==> src/rtl/cntr8_os_reg.sv <==
// Registered 8-bit up/down/load counter stage with wrap flags.
// The state is supplied by external next-state logic; this block registers it and the count.
//
// state | meaning
// ------+---------------------------------------------
// IDLE  | count cleared to zero
// LOAD  | count takes d_in, flags cleared
// INC   | count + 1, carry flagged on wrap FF->00
// INC2  | same arithmetic as INC
// DEC   | count - 1, borrow flagged on wrap 00->FF
// DEC2  | same arithmetic as DEC
// 110/111 are illegal and fall back to IDLE

module cntr8_os_reg (
    input  logic       clk,
    input  logic       reset_n,
    input  logic [2:0] next_state,
    input  logic [7:0] d_in,
    output logic [2:0] state,
    output logic [7:0] d_out,
    output logic       o_carry,
    output logic       o_borrow
);

    typedef enum logic [2:0] {
        ST_IDLE = 3'b000,
        ST_LOAD = 3'b001,
        ST_INC  = 3'b010,
        ST_INC2 = 3'b011,
        ST_DEC  = 3'b100,
        ST_DEC2 = 3'b101
    } state_t;

    state_t     state_q, state_d;
    logic [7:0] cnt_q, cnt_d;
    logic       carry_q, carry_d;
    logic       borrow_q, borrow_d;

    always_ff @(posedge clk or negedge reset_n) begin
        if (!reset_n) begin
            state_q  <= ST_IDLE;
            cnt_q    <= 8'h00;
            carry_q  <= 1'b0;
            borrow_q <= 1'b0;
        end else begin
            state_q  <= state_d;
            cnt_q    <= cnt_d;
            carry_q  <= carry_d;
            borrow_q <= borrow_d;
        end
    end

    // Decode acts on the state being entered, so d_out trails next_state by one edge.
    always_comb begin
        state_d  = ST_IDLE;
        cnt_d    = 8'h00;
        carry_d  = 1'b0;
        borrow_d = 1'b0;
        case (next_state)
            3'b001: begin
                state_d = ST_LOAD;
                cnt_d   = d_in;
            end
            3'b010, 3'b011: begin
                state_d = (next_state[0]) ? ST_INC2 : ST_INC;
                cnt_d   = cnt_q + 8'd1;
                carry_d = (cnt_q == 8'hFF);
            end
            3'b100, 3'b101: begin
                state_d  = (next_state[0]) ? ST_DEC2 : ST_DEC;
                cnt_d    = cnt_q - 8'd1;
                borrow_d = (cnt_q == 8'h00);
            end
            default: begin
                state_d = ST_IDLE;
                cnt_d   = 8'h00;
            end
        endcase
    end

    assign state    = state_q;
    assign d_out    = cnt_q;
    assign o_carry  = carry_q;
    assign o_borrow = borrow_q;

endmodule

==> config.mk <==
export PLATFORM = sky130hd
export DESIGN_NAME = cntr8_os_reg
export DESIGN_NICKNAME = d
export VERILOG_FILES = /design/src/rtl/cntr8_os_reg.sv
export SDC_FILE = /design/constraint.sdc
export NUM_CORES = 1
export LEC_CHECK = 0
export ABC_AREA = 1
export BUFFER_PORTS_ARGS = -buffer_cell sky130_fd_sc_hd__buf_2
export CORE_MARGIN = 4
export CORE_UTILIZATION = 44
export CTS_CLUSTER_DIAMETER = 40
export DETAILED_ROUTE_END_ITERATION = 10
export PLACE_DENSITY = 0.77
export RECOVER_POWER = 100
export SLEW_MARGIN = 5
export SYNTH_ARGS = -nofsm -noshare
export SYNTH_HDL_FRONTEND = slang
export SYNTH_SLANG_ARGS = --single-unit
==> constraint.sdc <==
create_clock -name clk -period 1.4 [get_ports clk]
set_input_delay 0.21 -clock clk [delete_from_list [all_inputs] [get_ports clk]]
set_output_delay 0.21 -clock clk [all_outputs]
set_load 0.01 [all_outputs]
# After elaboration in Yosys (flattened, before gate mapping)
# Index checks and enable logic that the tools add are counted.
[classes]
n_reduce_logical = 3
shifts = 0
div_mod_pow = 0
magnitude_cmp = 0
bitwise_logic = 0
addsub = 2
n_eq_ne = 6
n_mux = 6
multipliers = 0
[ops]
columns = ["operator", "n"]
rows = [
  ["$pmux W8 S3", 1],
  ["$pmux W3 S3", 1],
  ["$add A8 B1 Y8 const B", 1],
  ["$eq A8 B8 Y1 const B", 1],
  ["$logic_not A8 Y1", 1],
  ["$sub A8 B1 Y8 const B", 1],
  ["$eq A3 B2 Y1 const B", 2],
  ["$eq A3 B3 Y1 const B", 2],
  ["$mux W1", 4],
  ["$reduce_or A2 Y1", 2],
  ["$eq A3 B1 Y1 const B", 1],
]
[word_totals]
latch_bits = 0
wordCells = 21
output_inout_bits = 13
ff_bits = 13
ram_bits = 0
romBits = 0
in_bits = 13
mem_count = 0

# Depth between registers and ports, before layout
# Gate-level depths: netlist (run 1).
[logic_depth]
word_depth = 3
ltp_mapped = 11
mapped_depth_nobuf = 11

# Least setup slack after synthesis (run 1)
# Ideal clock, no wire load.
[synth_timing]
path_type = "register -> register"
startpoint = "register cnt_q[3] (netlist: d_out[3])"
endpoint = "register cnt_q[4] (netlist: d_out[4])"
n_path_buf = 0
setup_time_ps = 117
arrival_ps = 1415
required_time_ps = 1283
period_less_slack_ps = 1533
path_slack_ps = -133
path_stages_with_launch = 7
cell_sequence = "dfrtp_1 ha_1 or2_1 and2_1 or2_0 nand3_1 nand2_1"
[synth_between]
elab_chain_cells = 2
elab_cells_between_ends = 3
cone_classes = "2 x add/sub; 1 x mux"
[synth_lines]
columns = ["item", "line", "text"]
rows = [
  ["start: declaration", "35", "logic [7:0] cnt_q, cnt_d;"],
  ["start signal: assignment", "47", "cnt_q <= cnt_d;"],
  ["$sub A8 B1 Y8 or $add A8 B1 Y8 (tied branches)", "71, 66", ""],
  ["$pmux W8 S3 (*)", "59", "case (next_state)"],
  ["via cnt_d[4]", "35", ""],
]
# Mark *: on every way through the listed nets, which the timed path passes. The rest lies on a longest branch.

# Worst setup path after layout (run 1)
[layout_timing]
startpoint = "register cnt_q[1] (netlist: d_out[1])"
endpoint = "register cnt_q[6] (netlist: d_out[6])"
# Same word-level chain as after synthesis.

==> results.py, run 1 <==
metrics = {
    "clock_tree": {
        "ctsLongestPathBuffers": 2,
        "cts_buffers": 3,
        "htree_levels": 1,
        "clkTransAtPathRegs_ns": 0.09,
        "cts_tree": "done",
        "root_buffer": "clkbuf_4",
        "cts_sinks": 13,
        "clkLatencyLatePin_ns": 0.28,
    },
    "outcome": {
        "violations": "setup timing",
        "run_status": "finished, violations left",
    },
    "setup_path": {
        "arrival_ns": 1.63,
        "path_class": "register to register",
        "required_ns": 1.58,
        "endpoint_kind": "register",
        "r2r-start": "d_out[1]$_DFF_PN0_",
        "reg2reg_depth": 10,
        "path_max_fanout": 4,
        "regToRegEndpoint": "d_out[6]$_DFF_PN0_",
        "ff2ff_setup_slack_ns": -0.05,
        "start_kind": "register",
    },
    "grt": {
        "grt_first_pass_wirelength_um": 3820,
        "grt.busiest_layer": "met2",
        "grt_pass1_vias": 910,
        "met1_usage": 0.218,
        "grt_max_degree": 14,
        "use_met2": 0.357,
        "grt-ovfl-total": 0,
        "antenna_found_initial": 0,
        "grtUsageMet3": 0.0321,
        "track_usage": 0.196,
    },
    "die": {
        "start_util": 0.469,
        "num_rows": 15,
        "ioPinCount": 26,
        "core_area_um2": 1730,
        "die_y_um": 50.9,
        "die_width_um": 50.9,
        "dieArea_um2": 2590,
    },
    "synthesis": {
        "netlist_area_um2": 810,
        "ys_seq_elements": 13,
        "synth_fp_nets": 127,
        "ys_warn_count": 0,
        "synthArstFlopShare": 1.00,
        "ys.flop_type": "dfrtp_1",
        "synth_most_common_cell": "nand2_1",
        "synth_edf_count": 0,
        "syn_area_per_cell_um2": 7.57,
        "yosysTopAreaCell": "dfrtp_1",
        "synthCells": 107,
        "seq_area_frac_synth": 0.402,
        "synth_common_cells": "34 x nand2_1, 13 x dfrtp_1, 13 x inv_1",
        "yosysTopAreaCellShare": 0.402,
        "ys_types": 20,
        "synth_area_leaders": "dfrtp_1 40%, nand2_1 16%, ha_1 9.3%",
    },
    "sta": {
        "layout_setup_ws_ns": -0.0495,
        "finalSetupViolCount": 5,
        "finClkSkew_ns": 0.00653,
        "finalHoldViolations": 0,
        "max_freq_ghz": 0.690,
        "tightest_slew_ns": 0.401,
        "rsz0062_at_grt": "true",
        "final_max_slew_viol_count": 0,
        "setup_tns_ns": -0.160,
        "max-slew-margin-rel": 0.731,
        "fin_crit_sh": 1.04,
        "min_period_ns": 1.45,
    },
    "place": {
        "gp_congestion": 0.894,
        "hpwl_um": 1750,
        "numPortBuffers": 25,
        "dp_slack_ns": -0.166,
    },
    "drt": {
        "drc": 0,
        "drt_iter0_drc": 15,
        "wirelength_um": 2390,
        "wire_per_inst_um": 13.0,
        "drt-pass1-iter-count": 4,
        "vias": 906,
        "viasPerCell": 4.92,
        "drt.antenna.violating_nets": 0,
    },
    "power_and_ir_drop": {
        "ir_worst_vdd_v": 0.000654,
        "cellPowerDensity_nw_per_um2": 1030,
        "cellLeakagePower_nw": 0.707,
    },
    "cells_and_area": {
        "utilization": 0.717,
        "syn_to_final_growth_pct": 52.9,
        "final_nets": 180,
        "drive_above_1_share": 0.459,
        "antenna_cells": 0,
    },
    "job": {
        "drv_cap": 0,
    },
    "min_path": {
        "hold_path_end": "d_out[4]$_DFF_PN0_",
        "hold_depth": 3,
        "hold_class": "input port to register",
        "min_from": "d_in[4]",
    },
}
-- registers in the layout (all words and copies together), names as in the netlist --
signal	cells
o_borrow	1
d_out	8
o_carry	1
state	3
-- final cells by class --
class / instances / area (um^2)
inverter: 17 / 68.8
multi-input combinational: 77 / 482
clock buffer: 3 / 22.5
clock inverter: 1 / 5.00
sequential: 13 / 328
tap: 25 / 31.3
timing repair buffer: 48 / 300
fill: 143 / 489
-- power breakdown --
group | leakage (nW) | switching [mW] | total, mW | internal, mW
Sequential | 0.167 | 0.0432 | 0.464 | 0.421
Clock | 0.0177 | 0.133 | 0.239 | 0.106
Combinational | 0.523 | 0.281 | 0.571 | 0.290
Total | 0.707 | 0.457 | 1.27 | 0.817
-- repair_timing --
action / CTS / global route
endpoints found under the hold margin: 13 / 0
hold buffers: 1 / 0
pin swaps: 5 / 3
resized for setup: 4 / 6
setup endpoints to repair: 2 / 5
setup buffers: 2 / 4
-- kinds of logic (layout without fill, tap and decap cells) --
logic type,after synthesis,in the layout,share of synthesized area
flip-flops,13,13,0.402
AO/OA/AOI/OAI,9,9,0.0587
AND/OR/NAND/NOR,61,61,0.343
buffers and inverters,17,69,0.0788
adder cells (fa/ha/maj),7,7,0.117
-- per-stage QoR --
stage	total power [mW]	hold WS [ns]	cells	cell area, um^2
6_report	1.27	0.120	184	1240
5_1_grt	1.36	0.131	184	1240
4_1_cts	1.22	0.129	181	1190
3_5_place_dp	0.956	0.114	174	1130
3_3_place_gp	0.935	0.112	174	1130
2_1_floorplan	0.724	-0.0856	107	850
-- cell usage in the layout, fill, tap and decap left out, drive strengths merged, types with 2 or more instances in the layout --
| cell | count |
|---|---|
| nor4 | 2 |
| nand3 | 8 |
| a21oi | 5 |
| buf | 46 |
| nand4 | 3 |
| nand3b | 2 |
| o21ai | 3 |
| or2 | 2 |
| nand2 | 35 |
| ha | 6 |
| nor2 | 7 |
| dfrtp | 13 |
| clkbuf | 4 |
| inv | 17 |
-- worst max-delay path, stage by stage (launching register included) --
cell,delay [ns]
dfrtp_1,0.42
inv_2,0.07
fa_2,0.33
inv_2,0.07
nand2_2,0.06
nand2_2,0.06
nand3b_1,0.10
nand2_1,0.07
nand2_1,0.04
nand3_1,0.06
nand2_1,0.05
-- how the worst max path moves through the flow --
stage                                  start                  to  slack, ns
after CTS                 d_out[3]$_DFF_PN0_  d_out[4]$_DFF_PN0_      -0.03
after global routing      d_out[1]$_DFF_PN0_  d_out[6]$_DFF_PN0_      -0.13
after global placement         next_state[1]  d_out[4]$_DFF_PN0_      -0.13
after floorplan           d_out[3]$_DFF_PN0_  d_out[4]$_DFF_PN0_      -0.03
after detailed placement       next_state[1]  d_out[4]$_DFF_PN0_      -0.17
final                     d_out[1]$_DFF_PN0_  d_out[6]$_DFF_PN0_      -0.05
-- routing by layer --
metal	vias to the layer above	wire length [um]
li1	449	-
met1	415	976
met2	35	1220
met3	7	129
met4	0	63
met5	-	0
Note: power is estimated with default switching activity, not from simulation.
==> run 2: changes to the inputs <==
Settings changed: CELL_PAD_IN_SITES_DETAIL_PLACEMENT from default to 2, CELL_PAD_IN_SITES_GLOBAL_PLACEMENT from default to 2, CORE_ASPECT_RATIO from default to 0.6, CORE_UTILIZATION 44 to 24, RECOVER_POWER 100 to default.
==> results.py, run 2 (synthesis gave the netlist of run 1 again) <==
metrics = {
    "clock_tree": {
        "cts_tree": "done",
        "root_buffer": "clkbuf_8",
        "cts_buffers": 3,
        "cts_sinks": 13,
        "ctsLongestPathBuffers": 2,
        "htree_levels": 1,
        "clkTransAtPathRegs_ns": 0.07,
        "clkLatencyLatePin_ns": 0.26,
    },
    "sta": {
        "layout_setup_ws_ns": -0.224,
        "finalHoldViolations": 0,
        "hold_ws_ns": 0.148,
        "finClkSkew_ns": 0.0153,
        "min_period_ns": 1.62,
        "tightest_slew_ns": 0.349,
        "final_max_slew_viol_count": 0,
        "max_freq_ghz": 0.616,
        "rsz0062_at_grt": "true",
        "max-slew-margin-rel": 0.767,
        "fin_crit_sh": 1.16,
        "finalSetupViolCount": 7,
    },
    "outcome": {
        "run_status": "finished, violations left",
        "violations": "setup timing",
    },
    "die": {
        "die_y_um": 53.0,
        "num_rows": 16,
        "start_util": 0.250,
        "ioPinCount": 26,
        "core_area_um2": 3240,
        "die_width_um": 83.0,
        "dieArea_um2": 4400,
    },
    "setup_path": {
        "arrival_ns": 1.82,
        "path_class": "register to register",
        "required_ns": 1.60,
        "start_kind": "register",
        "endpoint_kind": "register",
        "path_max_fanout": 2,
    },
    "drt": {
        "wirelength_um": 4160,
        "drt_iter0_drc": 8,
        "drc": 0,
        "wl_met2_um": 2060,
        "wire_per_inst_um": 19.4,
        "wl_met3_um": 166,
        "m1WireLength_um": 1910,
        "vias": 1005,
        "drt-pass1-iter-count": 4,
        "drt.antenna.violating_nets": 0,
        "viasPerCell": 4.70,
        "highest_layer": "met4",
    },
    "cells_and_area": {
        "final_common_cell": "buf_4",
        "register_area_um2": 328,
        "final_cell_mix": "29 x buf_4, 27 x nand2_1, 25 x buf_2, 11 x dfrtp_1",
        "syn_to_final_growth_pct": 73.6,
        "drive_above_1_share": 0.538,
        "utilization": 0.433,
        "largest_register_ffs": 8,
        "nFillCells": 385,
        "final_nets": 190,
        "multiInputGateArea_um2": 520,
        "antenna_cells": 0,
    },
    "power_and_ir_drop": {
        "pwr-share-seq": 0.293,
        "pwr-share-clk": 0.231,
        "switching_power_mw": 0.603,
        "p_comb_frac": 0.476,
        "p_int_mw": 0.986,
        "cellPowerDensity_nw_per_um2": 1130,
        "ir_worst_vdd_v": 0.000504,
        "cellLeakagePower_nw": 0.769,
        "power.share.switching": 0.379,
    },
    "min_path": {
        "hold_class": "input port to register",
    },
    "place": {
        "numPortBuffers": 25,
        "gp_congestion": 0.768,
        "hpwl_um": 2650,
    },
    "grt": {
        "track_usage": 0.170,
        "grt_first_pass_wirelength_um": 5660,
        "grt_pass1_vias": 1069,
        "antenna_found_initial": 0,
        "grt-ovfl-total": 0,
        "grt_max_degree": 14,
    },
    "job": {
        "drv_cap": 0,
    },
}
run 2: cell count changes in the layout (fill, tap and decap cells not counted), sizes merged:
cell	previous run	this run
buf	46	57
clkinv	1	0
run 2: cell type report:
cell class / instances / area share
Multi-Input combinational cell: 77 / 0.370
Timing Repair Buffer: 58 / 0.275
Sequential cell: 13 / 0.233
Inverter: 17 / 0.0490
Tap cell: 45 / 0.0401
Clock buffer: 4 / 0.0321
run 2: power by group through the flow:
stage	Sequential [mW]	Combinational [mW]	Clock (mW)
after CTS	0.463	0.630	0.354
after detailed placement	0.467	0.572	0
final	0.466	0.756	0.367
after global routing	0.471	0.814	0.390
after floorplan	0.496	0.228	0
after global placement	0.464	0.532	0
run 2: worst max-delay path, cell delays in order, from the launching register on:
cell and delay [ns]:
dfrtp_2 0.38, inv_2 0.06, fa_2 0.39, inv_2 0.08, nand2_2 0.06, nand2_2 0.08
and2_1 0.16, or2_0 0.15, nand3_1 0.10, nand2_1 0.10
run 2: stage by stage:
step	TNS, ns	worst slack (ns)	std cells	area (um^2)	power (mW)
after floorplan	-0.0275	-0.0275	107	850	0.724
after global placement	-0.463	-0.133	200	1200	0.996
after detailed placement	-0.826	-0.223	200	1200	1.04
after CTS	-0.550	-0.142	209	1320	1.45
after global routing	-1.51	-0.294	214	1410	1.68
final	-1.02	-0.224	214	1410	1.59
run 2: path summary, 6_finish.rpt:
| path | start | end | slack [ns] | cells after the start |
|---|---|---|---|---|
| worst min-delay path | d_in[3] | d_out[3]$_DFF_PN0_ | 0.15 | 3 |
| worst max-delay path | d_out[0]$_DFF_PN0_ | d_out[4]$_DFF_PN0_ | -0.22 | 9 |
| max in group asynchronous | reset_n | d_out[0]$_DFF_PN0_ | 0.74 | 2 |
| worst max register to register | d_out[0]$_DFF_PN0_ | d_out[4]$_DFF_PN0_ | -0.22 | 9 |
| worst min register to register | d_out[7]$_DFF_PN0_ | o_borrow$_DFF_PN0_ | 0.65 | 3 |
| min in group asynchronous | reset_n | d_out[5]$_DFF_PN0_ | 0.38 | 2 |
run 2: per-layer routing:
metal | vias to the layer above | GRT usage
met5 | - | 0
met4 | 0 | 0.0163
met3 | 4 | 0.0467
met2 | 27 | 0.326
met1 | 505 | 0.199
li1 | 469 | -
run 2: timing repair:
item / in CTS / in global routing
pin swaps: 6 / 4
setup buffers: 4 / 6
endpoints found under the hold margin: 13 / 0
hold buffers: 1 / 0
endpoints found under the setup margin: 5 / 6
gates resized for setup: 7 / 14
